`src/rtl/data_extractor_stream_pkg.sv`:
```
// Shared types and helpers for the AXI-Stream header extractor.
//   ext_state_e         : extractor FSM states (awaiting header beat / payload / residue flush)
//   keep_to_count       : number of set bits in a tkeep vector
//   count_to_msb_mask   : tkeep vector of a given width with the top 'cnt' lanes set
package data_extractor_stream_pkg;

  typedef enum logic [1:0] {
    StHdr   = 2'd0,
    StBody  = 2'd1,
    StFlush = 2'd2
  } ext_state_e;

  // Helpers operate on a fixed-width container so any DATA_BYTE_WD up to this fits.
  localparam int unsigned MaxKeepWd = 64;

  function automatic int unsigned keep_to_count(input logic [MaxKeepWd-1:0] keep);
    int unsigned cnt;
    cnt = 0;
    for (int unsigned i = 0; i < MaxKeepWd; i++) begin
      if (keep[i]) cnt++;
    end
    return cnt;
  endfunction

  function automatic logic [MaxKeepWd-1:0] count_to_msb_mask(input int unsigned cnt,
                                                             input int unsigned width);
    logic [MaxKeepWd-1:0] mask;
    mask = '0;
    for (int unsigned i = 0; i < MaxKeepWd; i++) begin
      if ((i < width) && (i + cnt >= width)) mask[i] = 1'b1;
    end
    return mask;
  endfunction

endpackage

```
`src/rtl/axis_byte_merge.sv`:
```
// Combinational residue + beat byte shifter.
// The residue occupies the top shift_i byte lanes of res_*_i (MSB-aligned, zero below).
// The incoming beat is shifted down by shift_i bytes and ORed under the residue:
//   merged_*_o : upper half of the concatenation -> one output beat
//   rem_*_o    : lower half -> beat bytes that did not fit, MSB-aligned (new residue)
// With a zero residue this doubles as the header splitter: the top (W-shift_i) beat bytes
// land right-justified in merged_*_o.
// Ports:
//   res_data_i/res_keep_i   residue bytes and lane mask
//   beat_data_i/beat_keep_i incoming beat (keep MSB-aligned)
//   shift_i                 residue width in bytes (0..ByteWd)
//   merged_data_o/keep_o    combined full-width beat
//   rem_data_o/keep_o       leftover bytes for the next residue
module axis_byte_merge
  import data_extractor_stream_pkg::*;
#(
  parameter int unsigned DataWd = 32,
  parameter int unsigned ByteWd = DataWd / 8,
  parameter int unsigned ShWd   = $clog2(ByteWd) + 1
) (
  input  logic [DataWd-1:0] res_data_i,
  input  logic [ByteWd-1:0] res_keep_i,
  input  logic [DataWd-1:0] beat_data_i,
  input  logic [ByteWd-1:0] beat_keep_i,
  input  logic [ShWd-1:0]   shift_i,
  output logic [DataWd-1:0] merged_data_o,
  output logic [ByteWd-1:0] merged_keep_o,
  output logic [DataWd-1:0] rem_data_o,
  output logic [ByteWd-1:0] rem_keep_o
);

  logic [2*DataWd-1:0] wide_data;
  logic [2*ByteWd-1:0] wide_keep;

  always_comb begin
    wide_data = {res_data_i, {DataWd{1'b0}}} |
                ({beat_data_i, {DataWd{1'b0}}} >> {shift_i, 3'b000});
    wide_keep = {res_keep_i, {ByteWd{1'b0}}} |
                ({beat_keep_i, {ByteWd{1'b0}}} >> shift_i);
  end

  assign merged_data_o = wide_data[2*DataWd-1 -: DataWd];
  assign rem_data_o    = wide_data[DataWd-1:0];
  assign merged_keep_o = wide_keep[2*ByteWd-1 -: ByteWd];
  assign rem_keep_o    = wide_keep[ByteWd-1:0];

endmodule

```
`src/rtl/data_extractor_stream.sv`:
```
// Strips a 1..DATA_BYTE_WD byte header from the front of each AXI-Stream packet.
// The header goes out as one right-justified beat on m00; the remaining bytes are realigned
// to full beats on m01. Byte order: MSB lane is first on the wire.
// Ports:
//   clk, rst_n                  clock, async active-low reset
//   cfg_hdr_bytes               header length n, sampled on each packet's first beat
//   s_axis_*                    packet input (tvalid/tdata/tkeep/tlast, tready out)
//   m00_axis_*                  header output (tvalid/tdata/tkeep, tready in)
//   m01_axis_*                  payload output (tvalid/tdata/tkeep/tlast, tready in)
//   err_short                   one-cycle pulse when a packet carried no payload
module data_extractor_stream
  import data_extractor_stream_pkg::*;
#(
  parameter int unsigned DATA_WD      = 32,
  parameter int unsigned DATA_BYTE_WD = DATA_WD / 8,
  parameter int unsigned LEN_WD       = $clog2(DATA_BYTE_WD) + 1
) (
  input  logic                    clk,
  input  logic                    rst_n,
  input  logic [LEN_WD-1:0]       cfg_hdr_bytes,
  input  logic                    s_axis_tvalid,
  input  logic [DATA_WD-1:0]      s_axis_tdata,
  input  logic [DATA_BYTE_WD-1:0] s_axis_tkeep,
  input  logic                    s_axis_tlast,
  output logic                    s_axis_tready,
  output logic                    m00_axis_tvalid,
  output logic [DATA_WD-1:0]      m00_axis_tdata,
  output logic [DATA_BYTE_WD-1:0] m00_axis_tkeep,
  input  logic                    m00_axis_tready,
  output logic                    m01_axis_tvalid,
  output logic [DATA_WD-1:0]      m01_axis_tdata,
  output logic [DATA_BYTE_WD-1:0] m01_axis_tkeep,
  output logic                    m01_axis_tlast,
  input  logic                    m01_axis_tready,
  output logic                    err_short
);

  localparam logic [LEN_WD-1:0] WLen = LEN_WD'(DATA_BYTE_WD);

  ext_state_e st_q, st_d;

  logic [LEN_WD-1:0]       n_q, n_d;
  logic [DATA_WD-1:0]      res_data_q, res_data_d;
  logic [DATA_BYTE_WD-1:0] res_keep_q, res_keep_d;

  logic                    hdr_valid_q, hdr_valid_d;
  logic [DATA_WD-1:0]      hdr_data_q, hdr_data_d;
  logic [DATA_BYTE_WD-1:0] hdr_keep_q, hdr_keep_d;

  logic                    pay_valid_q, pay_valid_d;
  logic [DATA_WD-1:0]      pay_data_q, pay_data_d;
  logic [DATA_BYTE_WD-1:0] pay_keep_q, pay_keep_d;
  logic                    pay_last_q, pay_last_d;

  logic                    err_q, err_d;

  logic [LEN_WD-1:0]       cfg_n, n_cur, shift, beat_cnt, hdr_trim;
  logic [DATA_WD-1:0]      beat_data, res_in_data, merged_data, rem_data;
  logic [DATA_BYTE_WD-1:0] beat_keep, res_in_keep, merged_keep, rem_keep;
  logic                    hdr_free, pay_free, s_ready, s_acc, rem_empty;

  // Input normalisation: keep is forced contiguous MSB-aligned and dead lanes are zeroed so
  // the last payload beat carries zeros below its valid bytes.
  always_comb begin
    beat_cnt  = LEN_WD'(keep_to_count(MaxKeepWd'(s_axis_tkeep)));
    beat_keep = DATA_BYTE_WD'(count_to_msb_mask(keep_to_count(MaxKeepWd'(s_axis_tkeep)),
                                                DATA_BYTE_WD));
    for (int unsigned i = 0; i < DATA_BYTE_WD; i++) begin
      beat_data[8*i +: 8] = beat_keep[i] ? s_axis_tdata[8*i +: 8] : 8'h00;
    end
  end

  always_comb begin
    cfg_n = ((cfg_hdr_bytes == '0) || (cfg_hdr_bytes > WLen)) ? WLen : cfg_hdr_bytes;
    // n is only taken from the config port on the first beat; afterwards it is frozen.
    n_cur = (st_q == StHdr) ? cfg_n : n_q;
    shift = WLen - n_cur;
    // The header beat is split with an empty residue.
    res_in_data = (st_q == StHdr) ? '0 : res_data_q;
    res_in_keep = (st_q == StHdr) ? '0 : res_keep_q;
    // A first beat shorter than n yields a header of only k bytes, still right-justified.
    hdr_trim  = (beat_cnt < n_cur) ? (n_cur - beat_cnt) : '0;
    rem_empty = (rem_keep == '0);
  end

  axis_byte_merge #(
    .DataWd(DATA_WD),
    .ByteWd(DATA_BYTE_WD),
    .ShWd  (LEN_WD)
  ) u_merge (
    .res_data_i   (res_in_data),
    .res_keep_i   (res_in_keep),
    .beat_data_i  (beat_data),
    .beat_keep_i  (beat_keep),
    .shift_i      (shift),
    .merged_data_o(merged_data),
    .merged_keep_o(merged_keep),
    .rem_data_o   (rem_data),
    .rem_keep_o   (rem_keep)
  );

  assign hdr_free = !hdr_valid_q || m00_axis_tready;
  assign pay_free = !pay_valid_q || m01_axis_tready;

  // Ready follows whichever output register the current state would load.
  always_comb begin
    s_ready = 1'b0;
    unique case (st_q)
      StHdr:   s_ready = hdr_free;
      StBody:  s_ready = pay_free;
      StFlush: s_ready = 1'b0;
      default: s_ready = 1'b0;
    endcase
  end

  assign s_acc = s_ready && s_axis_tvalid;

  // State register.
  always_ff @(posedge clk or negedge rst_n) begin
    if (!rst_n) begin
      st_q <= StHdr;
    end else begin
      st_q <= st_d;
    end
  end

  // Next-state logic.
  always_comb begin
    st_d = st_q;
    unique case (st_q)
      StHdr: begin
        if (s_acc) begin
          if (!s_axis_tlast)  st_d = StBody;
          else if (rem_empty) st_d = StHdr;
          else                st_d = StFlush;
        end
      end
      StBody: begin
        if (s_acc && s_axis_tlast) st_d = rem_empty ? StHdr : StFlush;
      end
      StFlush: begin
        if (pay_free) st_d = StHdr;
      end
      default: st_d = StHdr;
    endcase
  end

  // Output / datapath next-state logic.
  always_comb begin
    n_d         = n_q;
    res_data_d  = res_data_q;
    res_keep_d  = res_keep_q;
    hdr_valid_d = hdr_valid_q && !m00_axis_tready;
    hdr_data_d  = hdr_data_q;
    hdr_keep_d  = hdr_keep_q;
    pay_valid_d = pay_valid_q && !m01_axis_tready;
    pay_data_d  = pay_data_q;
    pay_keep_d  = pay_keep_q;
    pay_last_d  = pay_last_q;
    err_d       = 1'b0;
    unique case (st_q)
      StHdr: begin
        if (s_acc) begin
          n_d         = cfg_n;
          hdr_valid_d = 1'b1;
          hdr_data_d  = merged_data >> {hdr_trim, 3'b000};
          hdr_keep_d  = merged_keep >> hdr_trim;
          res_data_d  = rem_data;
          res_keep_d  = rem_keep;
          err_d       = s_axis_tlast && rem_empty;
        end
      end
      StBody: begin
        if (s_acc) begin
          pay_valid_d = 1'b1;
          pay_data_d  = merged_data;
          pay_keep_d  = merged_keep;
          pay_last_d  = s_axis_tlast && rem_empty;
          res_data_d  = rem_data;
          res_keep_d  = rem_keep;
        end
      end
      StFlush: begin
        if (pay_free) begin
          pay_valid_d = 1'b1;
          pay_data_d  = res_data_q;
          pay_keep_d  = res_keep_q;
          pay_last_d  = 1'b1;
          res_data_d  = '0;
          res_keep_d  = '0;
        end
      end
      default: ;
    endcase
  end

  always_ff @(posedge clk or negedge rst_n) begin
    if (!rst_n) begin
      n_q         <= WLen;
      res_data_q  <= '0;
      res_keep_q  <= '0;
      hdr_valid_q <= 1'b0;
      hdr_data_q  <= '0;
      hdr_keep_q  <= '0;
      pay_valid_q <= 1'b0;
      pay_data_q  <= '0;
      pay_keep_q  <= '0;
      pay_last_q  <= 1'b0;
      err_q       <= 1'b0;
    end else begin
      n_q         <= n_d;
      res_data_q  <= res_data_d;
      res_keep_q  <= res_keep_d;
      hdr_valid_q <= hdr_valid_d;
      hdr_data_q  <= hdr_data_d;
      hdr_keep_q  <= hdr_keep_d;
      pay_valid_q <= pay_valid_d;
      pay_data_q  <= pay_data_d;
      pay_keep_q  <= pay_keep_d;
      pay_last_q  <= pay_last_d;
      err_q       <= err_d;
    end
  end

  assign s_axis_tready   = s_ready;
  assign m00_axis_tvalid = hdr_valid_q;
  assign m00_axis_tdata  = hdr_data_q;
  assign m00_axis_tkeep  = hdr_keep_q;
  assign m01_axis_tvalid = pay_valid_q;
  assign m01_axis_tdata  = pay_data_q;
  assign m01_axis_tkeep  = pay_keep_q;
  assign m01_axis_tlast  = pay_last_q;
  assign err_short       = err_q;

endmodule
```
`config.mk`:
```
export PLATFORM = sky130hd
export DESIGN_NAME = data_extractor_stream
export DESIGN_NICKNAME = d
export VERILOG_FILES = /design/src/rtl/data_extractor_stream_pkg.sv /design/src/rtl/axis_byte_merge.sv /design/src/rtl/data_extractor_stream.sv
export SDC_FILE = /design/constraint.sdc
export NUM_CORES = 1
export LEC_CHECK = 0
export BUFFER_PORTS_ARGS = -buffer_cell sky130_fd_sc_hd__buf_2
export CAP_MARGIN = 20
export CORE_MARGIN = 3
export CORE_UTILIZATION = 45
export DETAILED_ROUTE_END_ITERATION = 8
export GPL_ROUTABILITY_DRIVEN = 0
export GPL_TIMING_DRIVEN = 0
export PLACE_DENSITY = 0.66
export SYNTH_ARGS = -nofsm -noshare
export SYNTH_HDL_FRONTEND = slang
export SYNTH_SLANG_ARGS = --single-unit
```
`constraint.sdc`:
```
create_clock -name clk -period 9.9 [get_ports clk]
set_input_delay 0.99 -clock clk [delete_from_list [all_inputs] [get_ports clk]]
set_output_delay 0.99 -clock clk [all_outputs]
set_load 0.02 [all_outputs]
```
==> results.cfg <==
[outcome]
outcome = complete, no violations

[layout]
drive_gt1_frac = 0.2078
diodes = 0
layout_commonest_cell = buf_2
layout.nets = 1050
final_cell_mix = buf_2 (128), nand2_1 (117), dfrtp_1 (116), o21ai_0 (68), a21oi_1 (65)
area_growth_pct = 19.19

[pwr]
peakVddDrop_mv = 0.1612
leakagePower_nw = 4.028
switching_share = 0.5221
switching_power_mw = 1.964
internal_power_mw = 1.798
comb_power_share = 0.635
clockPowerShare = 0.162
cellPowerDensity_nw_per_um2 = 407.6
seq_power_share = 0.203

[place]
dp_worst_setup_slack_ns = 3.764
dp_hpwl_um = 22170
port-buffer-count = 119

[job]
maxCapViolCount = 0

[cts]
clock_sinks = 117
clock_latency_ns = 0.43
clk_pin_slew_ns = 0.05
cts-root-buf = clkbuf_16
hold_buffers = 0
cts_resized = 0
clk_path_buf_depth = 2
h-tree-depth = 4
tritoncts = yes
post_cts_buffers = 0
cts_buffers = 17

[floorplan]
fp.dieArea_um2 = 18820
initial_utilization = 0.4637
die_height_um = 137.2
core-area_um2 = 16700
io_pins = 122
fp.dieW_um = 137.2
row_count = 47

[timing]
fin_tns_setup_ns = 0
fmax_ghz = 0.1697
min_period_ns = 5.894
post-route-period-util = 0.5953
worstMarginPinSlew_ns = 0.9946
hold_viol = 0
slew_headroom = 0.3369
fin_ws_ns = 4.006
finClkSkew_ns = 0.005734
setup_violations = 0
rsz0062_at_grt = no
maxSlewViolCount = 0

[routing]
postRouteAntennaNets = 0
drc = 0
finalWirelength_um = 29350
drtIter0Drc = 1186
vias = 8017
firstDrtPassIters = 7
detail_route.wl_per_cell_um = 24.04
via_per_inst = 6.566

[worst_setup_path]
path_max_fanout = 11
setup.worst_path.start_class = input port
endpoint_kind = flop
crit_arrival_ns = 6.23
crit_required_ns = 10.24
path_class = in -> reg
rrSetupSlack_ns = 4.82

[grt]
grt_pass1_wl_um = 44480
antenna_found_initial = 0
grt_util_all_layers = 0.3140
grt_pass1_vias = 7505
grt_start_max_net_pins = 72
globalRouteOverflowTotal = 0

[synth]
synth_edf_count = 0
synth-seq-area-share = 0.3782
synth_area_per_cell_um2 = 9.101
synth_seq_cells = 117
synth_warnings = 0
syn_area_um2 = 7745
synthFlopType = dfrtp_1
ys_types = 75
synthCells = 851
async_flop_share = 1.000
syn-num-nets = 911

[hold_path]
hold_path.class = reg -> reg
registers in the layout, summed over array words and instances (netlist names):
signal,count
err_short,1
m00_axis_tdata,32
m00_axis_tkeep,4
m00_axis_tvalid,1
m01_axis_tdata,32
m01_axis_tkeep,4
m01_axis_tlast,1
m01_axis_tvalid,1
n_q,3
res_data_q,32
res_keep_q,4
st_q,2
power by group through the flow:
stage / Combinational [mW] / Sequential, mW / Clock [mW]
floorplan: 1.48 / 0.870 / 0
global placement: 2.28 / 0.765 / 0
detailed placement: 2.31 / 0.767 / 0
CTS: 2.32 / 0.760 / 0.613
global route: 2.56 / 0.783 / 0.635
finish: 2.39 / 0.764 / 0.608
logic make-up after synthesis:
kind of cell               share of synthesized area
AOI/OAI and AO/OA                             0.3712
and+or+nand+nor                               0.1334
DFF                                           0.3782
buffers and inverters                        0.05105
muxes                                        0.02617
adders and majority gates                    0.02520
xor gates and xnor gates                     0.01470
metrics by stage:
stage,power (mW),hold slack [ns],cells,util,cell area (um2)
after floorplan,2.352,0.4422,851,-,7745
after global placement,3.049,0.4573,1190,0.5159,8616
after detailed placement,3.074,0.4655,1191,0.5184,8657
after CTS,3.693,0.4775,1221,0.5527,9231
after global routing,3.979,0.5000,1221,0.5527,9231
final,3.762,0.4707,1221,0.5527,9231
layer usage:
metal	part of all wire	routed length, um	GRT usage
met1	0.40	11720	0.4224
met2	0.43	12660	0.4646
met3	0.11	3146	0.07999
met4	0.062	1829	0.1674
met5	0	0	0
worst max-delay path, stage by stage:
cell	delay, ns
buf_2	0.09
inv_1	0.04
ha_1	0.38
xor2_1	0.36
ha_1	0.21
nand2_1	0.12
xor2_4	0.37
inv_2	0.15
buf_1	0.38
ha_1	0.47
o21ai_0	0.15
a21oi_1	0.82
clkbuf_1	0.52
buf_1	0.44
nand2_1	0.20
a21oi_1	0.19
a221oi_1	0.11
o221ai_1	0.24
synth_stat cells (all sizes together), types with 9 or more instances:
library cell,instances,area (um2)
a21oi,67,357.8
a22o,17,148.9
ha,14,175.2
clkbuf,47,176.4
nand2,117,439.2
nand2b,14,87.58
a31oi,9,56.30
a21o,13,97.59
nor2,30,112.6
mux2i,9,90.09
and3,9,56.30
a211oi,31,257.8
a22oi,26,195.2
buf,21,121.4
a211o,17,148.9
inv,25,93.84
dfrtp,116,2903
o31ai,12,95.09
o211ai,10,75.07
a221oi,24,216.5
a32o,11,110.1
o221ai,9,85.08
mux2,10,112.6
o21ai,87,435.4
final cells by class:
cell class	count	area [um2]
buffer	68	297.8
clock buffer	21	470.5
clock inverter	9	103.9
fill	1590	7470
inverter	26	97.59
multi-input combinational	640	4428
sequential	117	2929
tap	220	275.3
timing repair buffer	120	629.4
final timing paths:
| path | startpoint | to | depth (start not counted) |
|---|---|---|---|
| worst min-delay path | m01_axis_tkeep[0] | m01_axis_tkeep[0] | 2 |
| max in group asynchronous | rst_n | res_data_q[22] | 2 |
| min in group asynchronous | rst_n | m00_axis_tdata[29] | 1 |
| worst min register to register | m01_axis_tkeep[0] | m01_axis_tkeep[0] | 2 |
| worst max register to register | st_q[0] | m00_axis_tdata[5] | 16 |
| worst max-delay path | s_axis_tkeep[0] | m00_axis_tdata[5] | 18 |
No activity file was read; power rests on OpenSTA's default activity.
